--- src/rtl/vga_timing_gen.sv ---
// 640x480@60 VGA raster timing: pixel counters, visible flag, active-low syncs, frame strobe.
// Define VGA_SYNC_DELAY_EN to delay hs/vs by one extra register stage.
module vga_timing_gen #(
  parameter int unsigned H_VISIBLE = 640,
  parameter int unsigned H_FRONT   = 16,
  parameter int unsigned H_SYNC    = 96,
  parameter int unsigned H_BACK    = 48,
  parameter int unsigned V_VISIBLE = 480,
  parameter int unsigned V_FRONT   = 10,
  parameter int unsigned V_SYNC    = 2,
  parameter int unsigned V_BACK    = 33
) (
  input  logic       vga_clk,
  input  logic       reset_n,
  output logic [9:0] DrawX,
  output logic [9:0] DrawY,
  output logic       blank,
  output logic       hs,
  output logic       vs,
  output logic       frame_start
);

  localparam int unsigned CNT_W   = 10;
  localparam int unsigned H_TOTAL = H_VISIBLE + H_FRONT + H_SYNC + H_BACK;
  localparam int unsigned V_TOTAL = V_VISIBLE + V_FRONT + V_SYNC + V_BACK;

  localparam logic [CNT_W-1:0] H_LAST     = CNT_W'(H_TOTAL - 1);
  localparam logic [CNT_W-1:0] V_LAST     = CNT_W'(V_TOTAL - 1);
  localparam logic [CNT_W-1:0] H_VIS      = CNT_W'(H_VISIBLE);
  localparam logic [CNT_W-1:0] V_VIS      = CNT_W'(V_VISIBLE);
  localparam logic [CNT_W-1:0] H_SYNC_BEG = CNT_W'(H_VISIBLE + H_FRONT);
  localparam logic [CNT_W-1:0] H_SYNC_END = CNT_W'(H_VISIBLE + H_FRONT + H_SYNC);
  localparam logic [CNT_W-1:0] V_SYNC_BEG = CNT_W'(V_VISIBLE + V_FRONT);
  localparam logic [CNT_W-1:0] V_SYNC_END = CNT_W'(V_VISIBLE + V_FRONT + V_SYNC);

  logic [CNT_W-1:0] hc_q, hc_d;
  logic [CNT_W-1:0] vc_q, vc_d;
  logic             blank_q, blank_d;
  logic             hs_q, hs_d;
  logic             vs_q, vs_d;
  logic             frame_start_q, frame_start_d;

  // Flags decode the next counter values so they land in the same cycle as the counters.
  always_comb begin
    hc_d          = hc_q + CNT_W'(1);
    vc_d          = vc_q;
    frame_start_d = 1'b0;
    if (hc_q == H_LAST) begin
      hc_d = '0;
      if (vc_q == V_LAST) begin
        vc_d          = '0;
        frame_start_d = 1'b1;
      end else begin
        vc_d = vc_q + CNT_W'(1);
      end
    end
    blank_d = (hc_d < H_VIS) && (vc_d < V_VIS);
    hs_d    = !((hc_d >= H_SYNC_BEG) && (hc_d < H_SYNC_END));
    vs_d    = !((vc_d >= V_SYNC_BEG) && (vc_d < V_SYNC_END));
  end

  always_ff @(posedge vga_clk) begin
    if (!reset_n) begin
      hc_q          <= '0;
      vc_q          <= '0;
      blank_q       <= 1'b1;
      hs_q          <= 1'b1;
      vs_q          <= 1'b1;
      frame_start_q <= 1'b0;
    end else begin
      hc_q          <= hc_d;
      vc_q          <= vc_d;
      blank_q       <= blank_d;
      hs_q          <= hs_d;
      vs_q          <= vs_d;
      frame_start_q <= frame_start_d;
    end
  end

`ifdef VGA_SYNC_DELAY_EN
  // Extra stage lines syncs up with RGB registered one cycle after coordinate sampling.
  logic hs_dly_q, hs_dly_d;
  logic vs_dly_q, vs_dly_d;

  always_comb begin
    hs_dly_d = hs_q;
    vs_dly_d = vs_q;
  end

  always_ff @(posedge vga_clk) begin
    if (!reset_n) begin
      hs_dly_q <= 1'b1;
      vs_dly_q <= 1'b1;
    end else begin
      hs_dly_q <= hs_dly_d;
      vs_dly_q <= vs_dly_d;
    end
  end

  assign hs = hs_dly_q;
  assign vs = vs_dly_q;
`else
  assign hs = hs_q;
  assign vs = vs_q;
`endif

  assign DrawX       = hc_q;
  assign DrawY       = vc_q;
  assign blank       = blank_q;
  assign frame_start = frame_start_q;

endmodule

--- config.mk ---
export PLATFORM = sky130hd
export DESIGN_NAME = vga_timing_gen
export DESIGN_NICKNAME = d
export VERILOG_FILES = /design/src/rtl/vga_timing_gen.sv
export SDC_FILE = /design/constraint.sdc
export NUM_CORES = 1
export LEC_CHECK = 0
export BUFFER_PORTS_ARGS = -buffer_cell sky130_fd_sc_hd__buf_4
export CORE_MARGIN = 2
export CORE_UTILIZATION = 35
export CTS_CLUSTER_SIZE = 16
export DETAILED_ROUTE_END_ITERATION = 10
export GPL_TIMING_DRIVEN = 0
export SETUP_SLACK_MARGIN = 0.3
export SLEW_MARGIN = 20
export SYNTH_ARGS = -nofsm -noshare
export SYNTH_HDL_FRONTEND = slang
export SYNTH_SLANG_ARGS = --single-unit
--- constraint.sdc ---
create_clock -name vga_clk -period 4.5 [get_ports vga_clk]
set_input_delay 0.225 -clock vga_clk [delete_from_list [all_inputs] [get_ports vga_clk]]
set_output_delay 0.225 -clock vga_clk [all_outputs]
set_load 0.1 [all_outputs]
==> run_results.csv, run 1 <==
group,metric,value,unit
worst_setup_path,required,4640,ps
global_route,grt_pass1_vias,1068,
pwr,p_leak,0.000596,uW
sta,holdWs,270,ps
worst_setup_path,cpPeakStageDelay,590,ps
sta,finalCritPeriodShare,0.555,
worst_setup_path,slowest_stage,"nor3_1",
sta,max_freq,400,MHz
synth,synthMuxAreaShare,0,
worst_setup_path,cp_cell_sequence,"ha_1, nand4_1, nor3_1, o21ai_0, a22o_1, nor4_1, o21ai_0",
sta,finalMaxSlewViolations,0,
worst_setup_path,arrival,2640,ps
worst_setup_path,timing.critical_path.mode_cell,"o21ai_0",
sta,fin_skew,6.46,ps
final_layout,num-fill-cells,380,
worst_setup_path,startpoint_type,"register",
synth,yosys_warnings,0,
synth,synth.avg_cell_area,8.12,um2
global_route,grtUsageTotal,0.155,
synth,yosysSeqAreaShare,0.365,
route,postRouteAntennaNets,0,
clocking,hold_buffers,0,
final_layout,layout-drive-gt1-share,0.215,
synth,yosysUniqueCellTypes,46,
synth,synthXorXnorAreaFrac,0.0599,
sta,setup_violations,0,
global_route,grt_pass1_wl,5110,um
pwr,irDropWorstVdd,0.150,mV
final_layout,area_growth_syn_to_layout,24.3,%
run_status,outcome,"finished, final reports clean",
route,first_pass_iters,4,
placed_design,gp_congestion,0.857,
route,drt-initial-drc-count,55,
synth,synth_seq_cells,24,
synth,synthSimpleGateAreaFrac,0.330,
die,dieArea,4260,um2
clocking,cts_made_buffers,3,
clocking,clkTransAtPathRegs,90,ps
clocking,htreeDepth,1,
synth,syn_nets,167,
clocking,cts_buffer_depth,2,
clocking,clock_sinks,24,
worst_setup_path,end_kind,"register",
die,start_util,0.362,
clocking,cts-root-buf,"clkbuf_8",
worst_setup_path,path_class,"register to register",
synth,synth-compound-area-share,0.168,
die,die_h,65.3,um
worst_setup_path,critPathTopFamily,"simple AND/OR/NAND/NOR gates",
synth,synth_edf_count,0,
final_layout,multiInputGateArea,772,um2
synth,synthFlopType,"dfxtp_1",
global_route,antenna_found_initial,0,
pwr,power_density,268,nW/um2
die,rows,22,
placed_design,portBuffers,25,
worst_setup_path,cp_max_fo,6,
worst_setup_path,cp.buffers_inverters,0,
placed_design,hpwl,2320,um
synth,netlist_area,1320,um2
route,finalWirelength,3050,um
final_layout,nets,197,
sta,worst_pin_slew,665,ps
synth,synthArstFlopShare,0,
final_layout,seq_area,480,um2
final_layout,diodes,0,
global_route,grt_max_degree,15,
clocking,insertion_delay,270,ps
sta,rsz0062_at_grt,"no",
clocking,cts_resized,0,
route,routedWlPerCell,12.8,um
sta,fin_setup_tns,0,ps
die,io_pins,26,
die,die_x,65.3,um
clocking,cts_tree,"built",
sta,min_period,2500,ps
clocking,postCtsSetupBuffers,0,
global_route,grt_overflow,0,
sta,hold_violations,0,
synth,syn_inst,162,
run,maxCapViolations,0,
die,core,3630,um2
hold_path,hold_class,"input port to register",
route,vias,1233,
route,via_per_inst,5.16,
sta,slew_headroom,0.553,
route,drc,0,
synth,synth_top_family_by_area,"simple AND/OR/NAND/NOR gates",
synth,synthAdderAreaFrac,0.0285,
-- routing by layer --
metal  routed length [um]  up-vias  part of all wire  track usage
met4                   36        0             0.012       0.0833
met3                  116        3             0.038       0.0291
met1                 1430      570              0.47        0.210
met5                    0        -                 0            0
li1                     -      633                 -            -
met2                 1470       27              0.48        0.233
-- cell type report --
class / count / share of cell area
repair buffers: 25 / 0.115
clock buffers: 3 / 0.0253
clock inverters: 1 / 0.0184
inverters: 8 / 0.0184
flip-flops and latches: 24 / 0.294
multi-input cells: 124 / 0.472
well taps: 48 / 0.0368
plain buffers: 6 / 0.0199
-- stage by stage --
stage	total power [uW]	setup slack (ps)	instances	util	cell area, um2
after floorplan	244	1580	162	-	1320
after global placement	251	2070	235	0.430	1560
after detailed placement	251	2030	235	0.430	1560
after CTS	445	2010	239	0.450	1630
after global routing	457	1760	239	0.450	1630
final	438	2000	239	0.450	1630
-- Yosys cell counts (all sizes together), types with 3 or more instances --
library cell | count | area [um2]
a21oi | 8 | 40.0
a22o | 3 | 26.3
and2 | 6 | 37.5
and3 | 3 | 18.8
buf | 3 | 21.3
clkbuf | 3 | 11.3
dfxtp | 24 | 480
ha | 3 | 37.5
inv | 7 | 26.3
nand2 | 14 | 52.6
nand3 | 8 | 40.0
nand4 | 4 | 25.0
nor2 | 18 | 70.1
nor3 | 8 | 50.1
o21ai | 9 | 45.0
or3 | 4 | 25.0
xnor2 | 8 | 70.1
-- final timing paths --
path / from / to / slack, ps / cells past startpoint
hold / removal: reset_n / DrawX[0]$_SDFF_PN0_ / 270 / 3
hold reg to reg: DrawX[0]$_SDFF_PN0_ / DrawX[0]$_SDFF_PN0_ / 490 / 1
setup reg to reg: DrawX[0]$_SDFF_PN0_ / vs$_SDFF_PN1_ / 2000 / 7
setup / recovery: DrawX[0]$_SDFF_PN0_ / vs$_SDFF_PN1_ / 2000 / 7
-- placed cells by master (no fill, tap or decap), types with 2 or more instances in the layout --
cell type and count:
nand3_1 8, buf_2 2, xnor2_1 8, o21ai_0 9, nor2_1 17, and2_1 6
clkbuf_8 3, ha_1 3, a21oi_1 8, nand2_1 14, nand2b_1 2, a22o_1 3
clkbuf_1 3, buf_4 25, nor4_1 2, nor3_1 6, nor2b_1 2, nand4_1 4
dfxtp_1 24, nor3_2 2, inv_1 7, or3_1 4, and3_1 3
-- logic make-up after synthesis --
kind of cell / Yosys count
and+or+nand+nor: 80
AOI/OAI and AO/OA: 32
DFF: 24
buffers and inverters: 14
xor gates and xnor gates: 9
adders and majority gates: 3
-- worst register-to-register path: stages, from the launching register on --
cell and delay (ps):
dfxtp_1 410, ha_1 240, nand4_1 250, nor3_1 590, o21ai_0 190, a22o_1 300, nor4_1 250, o21ai_0 140
-- where the power goes --
group          switching [uW]  internal (uW)  leakage [uW]  total (uW)
combinational            22.9           5.93      0.000366        28.9
sequential               3.11            214      0.000194         218
clock                    72.4            119     0.0000357         192
total                    98.5            339      0.000596         438
-- state kept, by name (all words and copies together) (netlist names) --
register	count
vs	1
frame_start	1
DrawX	10
blank	1
DrawY	10
hs	1
Note: power is estimated with default switching activity, not from simulation.
==> run 2: changes to the inputs <==
==> constraint.sdc (replaced) <==
create_clock -name vga_clk -period 2.1 [get_ports vga_clk]
set_input_delay 0.105 -clock vga_clk [delete_from_list [all_inputs] [get_ports vga_clk]]
set_output_delay 0.105 -clock vga_clk [all_outputs]
set_load 0.1 [all_outputs]
==> run 2 against run 1 <==
The flow now finishes with violations (negative setup slack). Via count grew 6.6%. Clock power grew 48%. Sequential cell count is the same. First-iteration DRC count shrank 1.8%. Global-route usage grew 0.18 points. Combinational power grew 150%. Design area grew 19%. Largest cell class unchanged. Highest routed layer unchanged.
==> run_results.csv, run 2 (synthesis results as in run 1) <==
group,metric,value,unit
run_status,outcome,"complete, but fails checks",
run_status,violations,"negative setup slack",
route,vias,1314,
die,core,3630,um2
route,first_pass_iters,4,
pwr,irDropWorstVdd,0.203,mV
global_route,grt_overflow,0,
placed_design,gp_congestion,0.790,
die,rows,22,
worst_setup_path,cp_cell_sequence,"buf_6, or3b_4, buf_6, buf_6, nor3_4, o21ai_2, a22o_4, nor4_4, o21ai_1",
pwr,p_leak,0.000749,uW
global_route,grt_pass1_wl,5320,um
clocking,htreeDepth,1,
sta,slew_headroom,0.700,
worst_setup_path,path_class,"register to register",
sta,fin_skew,3.41,ps
sta,max_freq,457,MHz
route,drt-initial-drc-count,54,
clocking,clkTransAtPathRegs,90,ps
worst_setup_path,cpPeakStageDelay,400,ps
clocking,cts-root-buf,"clkbuf_8",
final_layout,area_growth_syn_to_layout,48.4,%
placed_design,hpwl,2360,um
global_route,grtUsageTotal,0.157,
clocking,clock_sinks,24,
global_route,grt_pass1_vias,1224,
final_layout,diodes,0,
final_layout,fin_util,0.537,
final_layout,fin_cells,254,
pwr,power_density,418,nW/um2
clocking,cts_made_buffers,3,
route,drc,0,
route,postRouteAntennaNets,0,
sta,min_period,2190,ps
sta,hold_violations,0,
sta,setup_ws,-87.1,ps
placed_design,dpl.cell_count,235,
global_route,antenna_found_initial,0,
hold_path,hold_class,"input port to register",
sta,finalCritPeriodShare,1.04,
sta,rsz0062_at_grt,"yes",
sta,setup_violations,6,
final_layout,final_common_cell,"buf_4",
worst_setup_path,arrival,2340,ps
die,io_pins,26,
worst_setup_path,required,2250,ps
die,die_h,65.3,um
sta,finalMaxSlewViolations,0,
clocking,cts_buffer_depth,2,
worst_setup_path,cp_max_fo,4,
route,routedWlPerCell,13.7,um
global_route,grt_max_degree,14,
die,die_x,65.3,um
final_layout,layout-drive-gt1-share,0.456,
route,via_per_inst,5.17,
worst_setup_path,startpoint_type,"register",
route,finalWirelength,3470,um
worst_setup_path,slowest_stage,"or3b_4",
worst_setup_path,timing.critical_path.mode_cell,"buf_6",
final_layout,nets,212,
die,start_util,0.362,
placed_design,portBuffers,25,
worst_setup_path,end_kind,"register",
sta,worst_pin_slew,450,ps
clocking,cts_tree,"built",
run,maxCapViolations,0,
die,dieArea,4260,um2
final_layout,final_cell_mix,"buf_4, nor2_1, dfxtp_2",
clocking,insertion_delay,270,ps
==> run 2: path summary, 6_finish.rpt <==
path | startpoint | endpoint | slack, ps | depth (start not counted)
worst max register to register | DrawX[7]$_SDFF_PN0_ | vs$_SDFF_PN1_ | -90 | 9
worst max-delay path | DrawX[7]$_SDFF_PN0_ | vs$_SDFF_PN1_ | -90 | 9
worst min register to register | DrawY[4]$_SDFF_PN0_ | DrawY[4]$_SDFF_PN0_ | 540 | 2
worst min-delay path | reset_n | DrawX[5]$_SDFF_PN0_ | 110 | 3
==> run 2: per-stage QoR <==
| stage | total power, uW | hold slack, ps | worst slack, ps | instance area [um2] | setup TNS (ps) |
|---|---|---|---|---|---|
| CTS | 825 | 110 | -125 | 1880 | -208 |
| global placement | 538 | 386 | -292 | 1660 | -444 |
| floorplan | 523 | 235 | -196 | 1420 | -507 |
| finish | 817 | 111 | -87.1 | 1950 | -221 |
| detailed placement | 538 | 389 | -359 | 1660 | -583 |
| global route | 853 | 107 | -192 | 1950 | -909 |
==> run 2: per-layer routing <==
layer,vias up,share of wire,track usage
li1,664,-,-
met1,628,0.45,0.201
met2,17,0.51,0.269
met3,5,0.020,0.0171
met4,0,0.012,0.0651
met5,-,0,0
==> run 2: layout make-up <==
type	count	area, um2
Buffer	6	42.5
Clock buffer	4	45.0
Fill cell	362	1680
Inverter	8	30.0
Multi-Input combinational cell	124	932
Sequential cell	24	519
Tap cell	48	60.1
Timing Repair Buffer	40	323
==> run 2: where the power goes <==
| part | internal [uW] | switching [uW] |
|---|---|---|
| registers | 455 | 5.60 |
| logic | 18.7 | 52.7 |
| clock network | 136 | 149 |
| total | 609 | 207 |
==> run 2: timing repair <==
action,4_1_cts,5_1_grt
pin swaps,12,9
buffers inserted,12,3
hold buffers,0,0
endpoints found under the setup margin,12,15
resized for setup,18,13
==> run 2: critical path: cells and delay by family (launching register included) <==
family	cells	cell delay, ps
flops	1	350
buf+inv	3	350
compound gates	3	470
simple gates	3	900
